File: config.mk
export PLATFORM = sky130hd
export DESIGN_NAME = yarp_branch_predictor_flat
export DESIGN_NICKNAME = d
export VERILOG_FILES = /design/src/rtl/yarp_branch_predictor_if.sv /design/src/rtl/yarp_branch_predictor.sv /design/src/flat_wrapper.sv
export SDC_FILE = /design/constraint.sdc
export NUM_CORES = 1
export LEC_CHECK = 0
export ABC_CLOCK_PERIOD_IN_PS = 6500
export BUFFER_PORTS_ARGS = -buffer_cell sky130_fd_sc_hd__clkbuf_2
export CAP_MARGIN = 20
export CORE_ASPECT_RATIO = 1.1
export CORE_UTILIZATION = 40
export CTS_CLUSTER_SIZE = 40
export DETAILED_ROUTE_END_ITERATION = 7
export GPL_TIMING_DRIVEN = 0
export HOLD_SLACK_MARGIN = 0.15
export PLACE_DENSITY = 0.62
export SLEW_MARGIN = 20
export SYNTH_ARGS = -nofsm -noshare
export SYNTH_HDL_FRONTEND = slang
export SYNTH_SLANG_ARGS = --single-unit
File: constraint.sdc
create_clock -name clk -period 6.5 [get_ports clk]
set_input_delay 1.3 -clock clk [delete_from_list [all_inputs] [get_ports clk]]
set_output_delay 1.3 -clock clk [all_outputs]
set_load 0.05 [all_outputs]
File: src/rtl/yarp_branch_predictor_if.sv
`default_nettype none
// ============================================================================
// Module      : yarp_branch_predictor_if
// Description : Lookup, update and result bundle for the branch predictor.
// Revision    : 1.0 - initial release
// ============================================================================
interface yarp_branch_predictor_if;
   logic [31:0] lookup_pc_i;
   logic        pred_taken_o;
   logic [31:0] pred_target_o;
   logic        upd_valid_i;
   logic [31:0] upd_pc_i;
   logic        upd_taken_i;
   logic [31:0] upd_target_i;
   logic        upd_pred_taken_i;
   logic [31:0] upd_pred_target_i;
   logic        flush_i;
   logic        mispredict_o;
   logic [31:0] redirect_pc_o;
   logic [15:0] mispred_cnt_o;

   modport master (
      output lookup_pc_i, upd_valid_i, upd_pc_i, upd_taken_i, upd_target_i,
             upd_pred_taken_i, upd_pred_target_i, flush_i,
      input  pred_taken_o, pred_target_o, mispredict_o, redirect_pc_o, mispred_cnt_o
   );

   modport slave (
      input  lookup_pc_i, upd_valid_i, upd_pc_i, upd_taken_i, upd_target_i,
             upd_pred_taken_i, upd_pred_target_i, flush_i,
      output pred_taken_o, pred_target_o, mispredict_o, redirect_pc_o, mispred_cnt_o
   );
endinterface
`default_nettype wire

File: src/rtl/yarp_branch_predictor.sv
`default_nettype none
// ============================================================================
// Module      : yarp_branch_predictor
// Description : Direct-mapped BTB with 2-bit counters and mispredict detection.
// Revision    : 1.0 - initial release
// ============================================================================
module yarp_branch_predictor #(
   parameter int ENTRIES = 16
) (
   input  logic                    clk,
   input  logic                    reset,
   yarp_branch_predictor_if.slave  bp
);
   localparam int IDX_W = $clog2(ENTRIES);
   localparam int TAG_W = 30 - IDX_W;

   logic [ENTRIES-1:0] r_valid;
   logic [TAG_W-1:0]   r_tag    [ENTRIES];
   logic [31:0]        r_target [ENTRIES];
   logic [1:0]         r_ctr    [ENTRIES];

   logic        r_mispredict;
   logic [31:0] r_redirect_pc;
   logic [15:0] r_mispred_cnt;

   logic [IDX_W-1:0] w_lk_idx, w_upd_idx;
   logic [TAG_W-1:0] w_lk_tag, w_upd_tag;
   logic             w_lk_hit, w_upd_hit;
   logic [31:0]      w_correct_pc;
   logic             w_mispredict;
   logic             w_unused;

   assign w_lk_idx  = bp.lookup_pc_i[IDX_W+1:2];
   assign w_lk_tag  = bp.lookup_pc_i[31:IDX_W+2];
   assign w_upd_idx = bp.upd_pc_i[IDX_W+1:2];
   assign w_upd_tag = bp.upd_pc_i[31:IDX_W+2];
   assign w_unused  = &{bp.lookup_pc_i[1:0], bp.upd_pc_i[1:0]};

   assign w_lk_hit  = r_valid[w_lk_idx]  && (r_tag[w_lk_idx]  == w_lk_tag);
   assign w_upd_hit = r_valid[w_upd_idx] && (r_tag[w_upd_idx] == w_upd_tag);

   // Lookup reads only registered state, so a same-cycle update is not bypassed.
   assign bp.pred_taken_o  = w_lk_hit && r_ctr[w_lk_idx][1];
   assign bp.pred_target_o = bp.pred_taken_o ? r_target[w_lk_idx] : bp.lookup_pc_i + 32'd4;

   assign w_correct_pc = bp.upd_taken_i ? bp.upd_target_i : bp.upd_pc_i + 32'd4;
   assign w_mispredict = (bp.upd_taken_i != bp.upd_pred_taken_i) ||
                         (bp.upd_taken_i && (bp.upd_pred_target_i != bp.upd_target_i));

   always_ff @(posedge clk) begin
      if (reset) begin
         r_valid <= '0;
         for (int i = 0; i < ENTRIES; i++) begin
            r_ctr[i] <= 2'b01;
         end
      end else if (bp.flush_i) begin
         r_valid <= '0;
      end else if (bp.upd_valid_i) begin
         if (w_upd_hit) begin
            if (bp.upd_taken_i) begin
               if (r_ctr[w_upd_idx] != 2'b11) r_ctr[w_upd_idx] <= r_ctr[w_upd_idx] + 2'b01;
               r_target[w_upd_idx] <= bp.upd_target_i;
            end else if (r_ctr[w_upd_idx] != 2'b00) begin
               r_ctr[w_upd_idx] <= r_ctr[w_upd_idx] - 2'b01;
            end
         end else if (bp.upd_taken_i) begin
            r_valid[w_upd_idx]  <= 1'b1;
            r_tag[w_upd_idx]    <= w_upd_tag;
            r_target[w_upd_idx] <= bp.upd_target_i;
            r_ctr[w_upd_idx]    <= 2'b10;
         end
      end
   end

   // Result registers ignore flush: a flushed update still reports its outcome.
   always_ff @(posedge clk) begin
      if (reset) begin
         r_mispredict  <= 1'b0;
         r_redirect_pc <= 32'd0;
         r_mispred_cnt <= 16'd0;
      end else if (bp.upd_valid_i) begin
         r_mispredict  <= w_mispredict;
         r_redirect_pc <= w_correct_pc;
         if (w_mispredict && (r_mispred_cnt != 16'hFFFF)) begin
            r_mispred_cnt <= r_mispred_cnt + 16'd1;
         end
      end else begin
         r_mispredict <= 1'b0;
      end
   end

   assign bp.mispredict_o  = r_mispredict;
   assign bp.redirect_pc_o = r_redirect_pc;
   assign bp.mispred_cnt_o = r_mispred_cnt;
endmodule
`default_nettype wire

File: src/flat_wrapper.sv
// flat-port wrapper written by rule: the top's interface ports become plain ports
module yarp_branch_predictor_flat 
#(
   parameter int ENTRIES = 16
)
  (clk, reset, bp_lookup_pc_i, bp_upd_valid_i, bp_upd_pc_i, bp_upd_taken_i, bp_upd_target_i, bp_upd_pred_taken_i, bp_upd_pred_target_i, bp_flush_i, bp_pred_taken_o, bp_pred_target_o, bp_mispredict_o, bp_redirect_pc_o, bp_mispred_cnt_o);
  yarp_branch_predictor_if bp_i ();
  input  logic clk;
  input  logic reset;
  input wire logic [$bits(bp_i.lookup_pc_i)-1:0] bp_lookup_pc_i;
  input wire logic [$bits(bp_i.upd_valid_i)-1:0] bp_upd_valid_i;
  input wire logic [$bits(bp_i.upd_pc_i)-1:0] bp_upd_pc_i;
  input wire logic [$bits(bp_i.upd_taken_i)-1:0] bp_upd_taken_i;
  input wire logic [$bits(bp_i.upd_target_i)-1:0] bp_upd_target_i;
  input wire logic [$bits(bp_i.upd_pred_taken_i)-1:0] bp_upd_pred_taken_i;
  input wire logic [$bits(bp_i.upd_pred_target_i)-1:0] bp_upd_pred_target_i;
  input wire logic [$bits(bp_i.flush_i)-1:0] bp_flush_i;
  output wire logic [$bits(bp_i.pred_taken_o)-1:0] bp_pred_taken_o;
  output wire logic [$bits(bp_i.pred_target_o)-1:0] bp_pred_target_o;
  output wire logic [$bits(bp_i.mispredict_o)-1:0] bp_mispredict_o;
  output wire logic [$bits(bp_i.redirect_pc_o)-1:0] bp_redirect_pc_o;
  output wire logic [$bits(bp_i.mispred_cnt_o)-1:0] bp_mispred_cnt_o;
  assign bp_i.lookup_pc_i = bp_lookup_pc_i;
  assign bp_i.upd_valid_i = bp_upd_valid_i;
  assign bp_i.upd_pc_i = bp_upd_pc_i;
  assign bp_i.upd_taken_i = bp_upd_taken_i;
  assign bp_i.upd_target_i = bp_upd_target_i;
  assign bp_i.upd_pred_taken_i = bp_upd_pred_taken_i;
  assign bp_i.upd_pred_target_i = bp_upd_pred_target_i;
  assign bp_i.flush_i = bp_flush_i;
  assign bp_pred_taken_o = bp_i.pred_taken_o;
  assign bp_pred_target_o = bp_i.pred_target_o;
  assign bp_mispredict_o = bp_i.mispredict_o;
  assign bp_redirect_pc_o = bp_i.redirect_pc_o;
  assign bp_mispred_cnt_o = bp_i.mispred_cnt_o;
  yarp_branch_predictor #(.ENTRIES(ENTRIES)) u_core (.clk(clk), .reset(reset), .bp(bp_i));
endmodule
Yosys cells after proc, flatten, opt, wreduce, memory -nomap -nowiden
Memories as Yosys holds them, arrays and structs flattened.
Index checks and enable logic that the tools add are counted.

operators by class
  $add $sub $neg = 5
  order comparisons = 3
  equality and inequality tests = 6
  mux-type cells = 41
  bitwise logic cells = 6
  reductions and logical operators = 13

operators with widths
  operator               number
  $mux 32                3
  $add 32x3->32 const B  2
  $eq 26x26->1           2
  $ne 32x32->1           1
  $mux 1                 31
  $add 16x1->16 const B  1
  $ne 16x16->1 const B   1
  $or 16x16->16          1
  $lt 4x5->1 const B     2
  $bmux 1 s4             2
  $logic_and 1x1->1      6
  $mux 2                 3
  $reduce_or 2->1        3
  $demux 1 s4            1
  $ge 4x1->1 const B     1
  $mux 4                 1
  $or 1x1->1             3
  $reduce_and 3->1       1
  $add 2x1->2 const B    1
  $ne 2x2->1 const B     1
  $not 1->1              2
  $reduce_and 2->1       1
  $reduce_bool 2->1      1
  $sub 2x1->2 const B    1
  2 further kinds        2

word-level totals
  flip-flop bits (word level) = 65
  memory bits (writable) = 960
  output and inout port bits = 82
  memories = 3

memories
  memory           depth  width  rd ports  clocked after memory_dff  write ports  line                         RTL
  u_core.r_target  16     32     1         0                         1            yarp_branch_predictor.sv:19  logic [31:0] r_target [ENTRIES];
  u_core.r_tag     16     26     2         0                         1            yarp_branch_predictor.sv:18  logic [TAG_W-1:0] r_tag [ENTRIES];
  u_core.r_ctr     16     2      2         0                         16           yarp_branch_predictor.sv:20  logic [1:0] r_ctr [ENTRIES];

Longest topological paths before layout
An unclocked memory read counts as a cell.

  depth after elaboration = 13
  gate-level depth with buffers = 16
  depth with buffers taken out = 10

Worst setup path before layout
OpenSTA, ideal clock, no wires.

  path kind = in2out
  from = in bp_lookup_pc_i[2]
  to = out bp_pred_taken_o
  arrival = 5.146 ns
  setup slack = 0.054 ns
  stages = 10
  path through = buf_2 > buf_6 > buf_6 > buf_6 > mux4_2 > mux4_2 > xnor2_1 > nand4_1 > or3_1 > nor4_1

on the way
  cells in the longest elaborated chain, start to end = 4
  elaborated cells on any way between the ends = 7

ends and longest elaborated chain
  what                                         line                         RTL
  from (decl)                                  flat_wrapper.sv:10           input wire logic [$bits(bp_i.lookup_pc_i)-1:0] bp_lookup_pc_i;
  $mem_v2 16x26 or $bmux 1 s4 (tied branches)  -
  $eq 26x26->1 or $mux 1 (tied branches)       yarp_branch_predictor.sv:39  assign w_lk_hit = r_valid[w_lk_idx] && (r_tag[w_lk_idx] == w_lk_tag);
  $logic_and 1x1->1                            yarp_branch_predictor.sv:39
  $logic_and 1x1->1 (*)                        yarp_branch_predictor.sv:43  assign bp.pred_taken_o = w_lk_hit && r_ctr[w_lk_idx][1];
  to (decl)                                    flat_wrapper.sv:18           output wire logic [$bits(bp_i.pred_taken_o)-1:0] bp_pred_taken_o;

Mark *: on every way between the ends. The rest lies on a longest branch, timed or not. The select of a mux whose other input is x is not followed.

Worst setup path in the final report
  from = in bp_lookup_pc_i[3]
  to = out bp_pred_target_o[21]

on the way
  cells in the longest elaborated chain, start to end = 5
  elaborated cells on any way between the ends = 10

ends and longest elaborated chain
  what                                         line                         RTL
  $mem_v2 16x26 or $bmux 1 s4 (tied branches)  -
  $eq 26x26->1 or $mux 1 (tied branches)       yarp_branch_predictor.sv:39
  $logic_and 1x1->1                            yarp_branch_predictor.sv:39
  $logic_and 1x1->1                            yarp_branch_predictor.sv:43
  $mux 32 (*)                                  yarp_branch_predictor.sv:44  assign bp.pred_target_o = bp.pred_taken_o ? r_target[w_lk_idx] : bp.lookup_pc_i + 32'd4;
  to (decl)                                    flat_wrapper.sv:19           output wire logic [$bits(bp_i.pred_target_o)-1:0] bp_pred_target_o;

Marks and branches as above.

==> reports/summary.md <==
In the final layout, the multi-input gates occupy 15470 sq um. Fraction of post-synthesis cell area in the top cell type by area: 62.39%. The number of optimization iterations in the first detailed-route pass was 6. By instance count, the leading cell after synthesis is sky130_fd_sc_hd__edfxtp_1.

Synthesis produced 2554 cells. The total length of routed wires was 154.2 mm; the number of hold-slack violations in the final timing report was 0. After clock tree synthesis, the clock-pin slew on the worst setup and hold paths is 0.06 ns.

The initial antenna violation count is 9. The via count is 27970. The logs give 0.03032 ns for the post-route clock skew and 0 for the number of nets with antenna violations after routing. The pin count of the biggest net entering global routing is 24, and the core area is 114300 sq um.

Sorting the synthesized cells by how often they occur yields sky130_fd_sc_hd__edfxtp_1, sky130_fd_sc_hd__mux4_2, sky130_fd_sc_hd__mux2i_1, sky130_fd_sc_hd__nor2_1, sky130_fd_sc_hd__nand2_1. The kind of critical path is primary input to output port. The number of nets handed over by synthesis was 2694. The library cell contributing the largest single delay on the critical path is sky130_fd_sc_hd__a21oi_1. The final routed wire length divided by cell count came out at 34.02 um. In this run, the number of DRC markers left after iteration 0 of detailed routing was 4048.

The first global-routing pass estimated 214.9 mm of wire. Most used flip-flop cell after synthesis: sky130_fd_sc_hd__edfxtp_1. At the worst endpoint, the required time is 5.20 ns. In the final layout, the share of cells above drive strength 1 is 33.41%. The worst register-to-register path begins at u_core.r_tag[7][25]. The share of synthesized area occupied by flip-flops and latches is 65.21%, and the data arrival time of the critical path is 5.19 ns. Max-cap violations in this run came to 0. The flow ran to the end, and the final reports show no timing, DRC or antenna violations. Largest area contributor in the netlist: sky130_fd_sc_hd__edfxtp_1. The number of buffer and inverter stages on the critical path works out to 8.

The number of port buffers works out to 208. The count of unresolved DRC violations after routing was 0. In this run, synthesis inferred 960 flip-flops with an integrated enable. Setup violations remaining at the end of the flow were counted as 0.

CTS saw 1025 sinks. Setup repair after global routing could not meet its margin everywhere. The count of state elements after synthesis is 1025, and the filler cell count is 9485.

The run gives 27930 as the via count of the first global-routing pass. The worst hold path terminates at u_core.r_valid[11]. The tools report the slack of the worst reg-to-reg path as 1.95 ns.

The clock root buffer is sky130_fd_sc_hd__clkbuf_16. On the final layout, the worst hold slack is 0.4705 ns. The later pin in the worst-skew pair is clocked with a latency of 0.70 ns. By area the synthesized netlist is led by sky130_fd_sc_hd__edfxtp_1, sky130_fd_sc_hd__mux4_2, sky130_fd_sc_hd__mux2i_1.

The mean number of vias per cell was 6.171. For the leakage power total, the log shows 0.01779 uW. The filler-free cell count of the finished design is 4532.

In this run the tightest slew margin relative to its limit is 8.256%. The worst path in the final design needs a cycle of 6.494 ns, including I/O delays and setup. The HPWL after detailed placement is 111.1 mm. STA classifies the critical path endpoint as an output port.

The depth of the most critical reg-to-reg path was 12; the total congestion overflow was 0. The H-tree depth reported by CTS is 3, and the number of cells after detailed placement is 4334. Across every metal layer, demand over resource in global routing totals 26.33%. Worst stage delay on the critical path: 0.66 ns. Share of the clock period used by the worst path after layout: 99.91%. The run gives 0.1540 GHz as the maximum operating frequency.

At the end of the flow, the number of nets in the layout was 3066. The final RePlAce weighted congestion was 0.9711. TritonCTS built the clock tree. The number of top-level pins was 216. For this run, asynchronously set or reset flops after synthesis account for 0%.

The tools report the initial core utilization as 40.41%. The tools report the worst min-delay path startpoint as u_core.r_valid[11]. The total power was 14690 uW; the die extent in y was 358.5 um.

Traced cell by cell, the critical path runs through clkbuf_2, buf_2, buf_4, buf_4, clkbuf_8, a211oi_1, a21oi_1, xnor2_1, and4b_1, nand4_1, nor4_4, buf_6, buf_6, mux2_2, clkbuf_4. The full die area is 116900 sq um. Post-synthesis instance area: 46200 sq um.

A synthesized cell averages 18.09 sq um. The logs give 0.0001971 V for the worst supply voltage drop on vdd and 3 for the deepest clock path buffer count. The area growth from synthesis to layout is 17.95%. The floorplan has 130 rows. The top cell family by delay on the critical path was buffers and inverters. Yosys printed 0 warnings.

The worst-path maximum fanout was 10. Counting instances, the worst hold path has a depth of 2. Type of element launching the critical path: a primary input. In this run the critical register-to-register path is captured at u_core.r_tag[7][16]. The storage element area came out at 30130 sq um.

The number of distinct library cells after synthesis was 77; the number of max-slew violations in the final report was 0. TritonCTS buffer count: 104. The slew of the pin with the lowest slew margin came out at 1.371 ns. For this design the ratio of total power to cell area is 269.5 nW/um^2.

The horizontal die dimension came out at 326.1 um. The worst hold path belongs to the class flip-flop to flip-flop.
-- logic make-up after synthesis --
family	Yosys count	synth area share [%]
flip-flops	1025	65.21
XOR/XNOR	150	2.843
adder cells (fa/ha/maj)	6	0.1625
AO/OA/AOI/OAI	190	2.605
multiplexers	557	22.46
buffers and inverters	182	2.055
AND/OR/NAND/NOR	444	4.666
-- power by group --
part           internal [uW]  switching, uW
clock                   3470           2570
sequential              7260           33.1
combinational            480            879
-- layout make-up --
cell class              instances  area share (%)
flip-flops and latches       1025           55.29
multi-input cells            1347           28.39
clock buffers                 134           4.982
repair buffers                266           4.450
well taps                    1518           3.485
plain buffers                 164           2.057
clock inverters                57           1.208
inverters                      18          0.1240
diodes                          3         0.01378
-- through the flow --
stage	setup WS (ns)	instance area [sq um]	util (%)	TNS, ns
floorplan	0.05394	46200	-	0
global placement	-2.823	49140	42.98	-1725.55
detailed placement	-2.044	50720	44.36	-227.85
CTS	0.0002971	54390	47.57	0
global route	-0.0007367	54490	47.65	-0.0007367
finish	0.005671	54500	47.66	0
-- worst max path at each step --
stage,cells past startpoint,slack (ns),to,start
floorplan,10,0.05,bp_pred_taken_o,bp_lookup_pc_i[2]
global placement,14,-2.82,u_core.r_tag[15][8],bp_upd_pc_i[3]
detailed placement,15,-2.04,bp_pred_target_o[10],bp_lookup_pc_i[3]
CTS,15,0.0003,bp_pred_target_o[10],bp_lookup_pc_i[2]
global route,12,-0.0007,bp_pred_target_o[29],bp_lookup_pc_i[3]
finish,15,0.006,bp_pred_target_o[21],bp_lookup_pc_i[3]
-- layer usage --
metal / part of all wire [%] / global-route usage (%) / up-vias
li1: - / - / 11190
met1: 37 / 33.79 / 14720
met2: 48 / 43.35 / 1686
met3: 9.9 / 5.446 / 357
met4: 4.8 / 11.68 / 12
met5: 0.049 / 0 / -
-- cell usage in the layout, fill, tap and decap left out, types with 22 or more instances in the layout --
master and instances:
sky130_fd_sc_hd__a21oi_1 43, sky130_fd_sc_hd__buf_16 36, sky130_fd_sc_hd__buf_2 29, sky130_fd_sc_hd__buf_4 25, sky130_fd_sc_hd__buf_6 26, sky130_fd_sc_hd__clkbuf_1 74, sky130_fd_sc_hd__clkbuf_16 104, sky130_fd_sc_hd__clkbuf_2 217
sky130_fd_sc_hd__clkinv_1 24, sky130_fd_sc_hd__dfxtp_1 65, sky130_fd_sc_hd__edfxtp_1 960, sky130_fd_sc_hd__mux2_2 34, sky130_fd_sc_hd__mux2i_1 127, sky130_fd_sc_hd__mux4_2 376, sky130_fd_sc_hd__nand2_1 111, sky130_fd_sc_hd__nand3_1 41
sky130_fd_sc_hd__nand4_1 25, sky130_fd_sc_hd__nor2_1 100, sky130_fd_sc_hd__nor2_4 33, sky130_fd_sc_hd__nor3_1 31, sky130_fd_sc_hd__o21ai_0 46, sky130_fd_sc_hd__o21ai_1 22, sky130_fd_sc_hd__xnor2_1 77, sky130_fd_sc_hd__xor2_1 70
-- state kept, by name (all words and copies together) (netlist names) --
signal and cells:
u_core.bp.mispred_cnt_o 16, u_core.bp.mispredict_o 1, u_core.bp.redirect_pc_o 32, u_core.r_ctr 32, u_core.r_tag 416, u_core.r_target 512
u_core.r_valid 16
-- tightest hold or removal path: stages (launching register included) --
cell	delay, ns
sky130_fd_sc_hd__dfxtp_1	0.32
sky130_fd_sc_hd__nand2_1	0.06
sky130_fd_sc_hd__o21ai_1	0.05
-- timing repair --
action	4_1_cts	5_1_grt
endpoints found under the hold margin	0	0
pin swaps	2	0
gates cloned	0	0
hold buffers	0	0
gates resized for setup	102	38
setup endpoints to repair	33	187
setup buffers	4	0
Note: power is estimated with default switching activity, not from simulation.
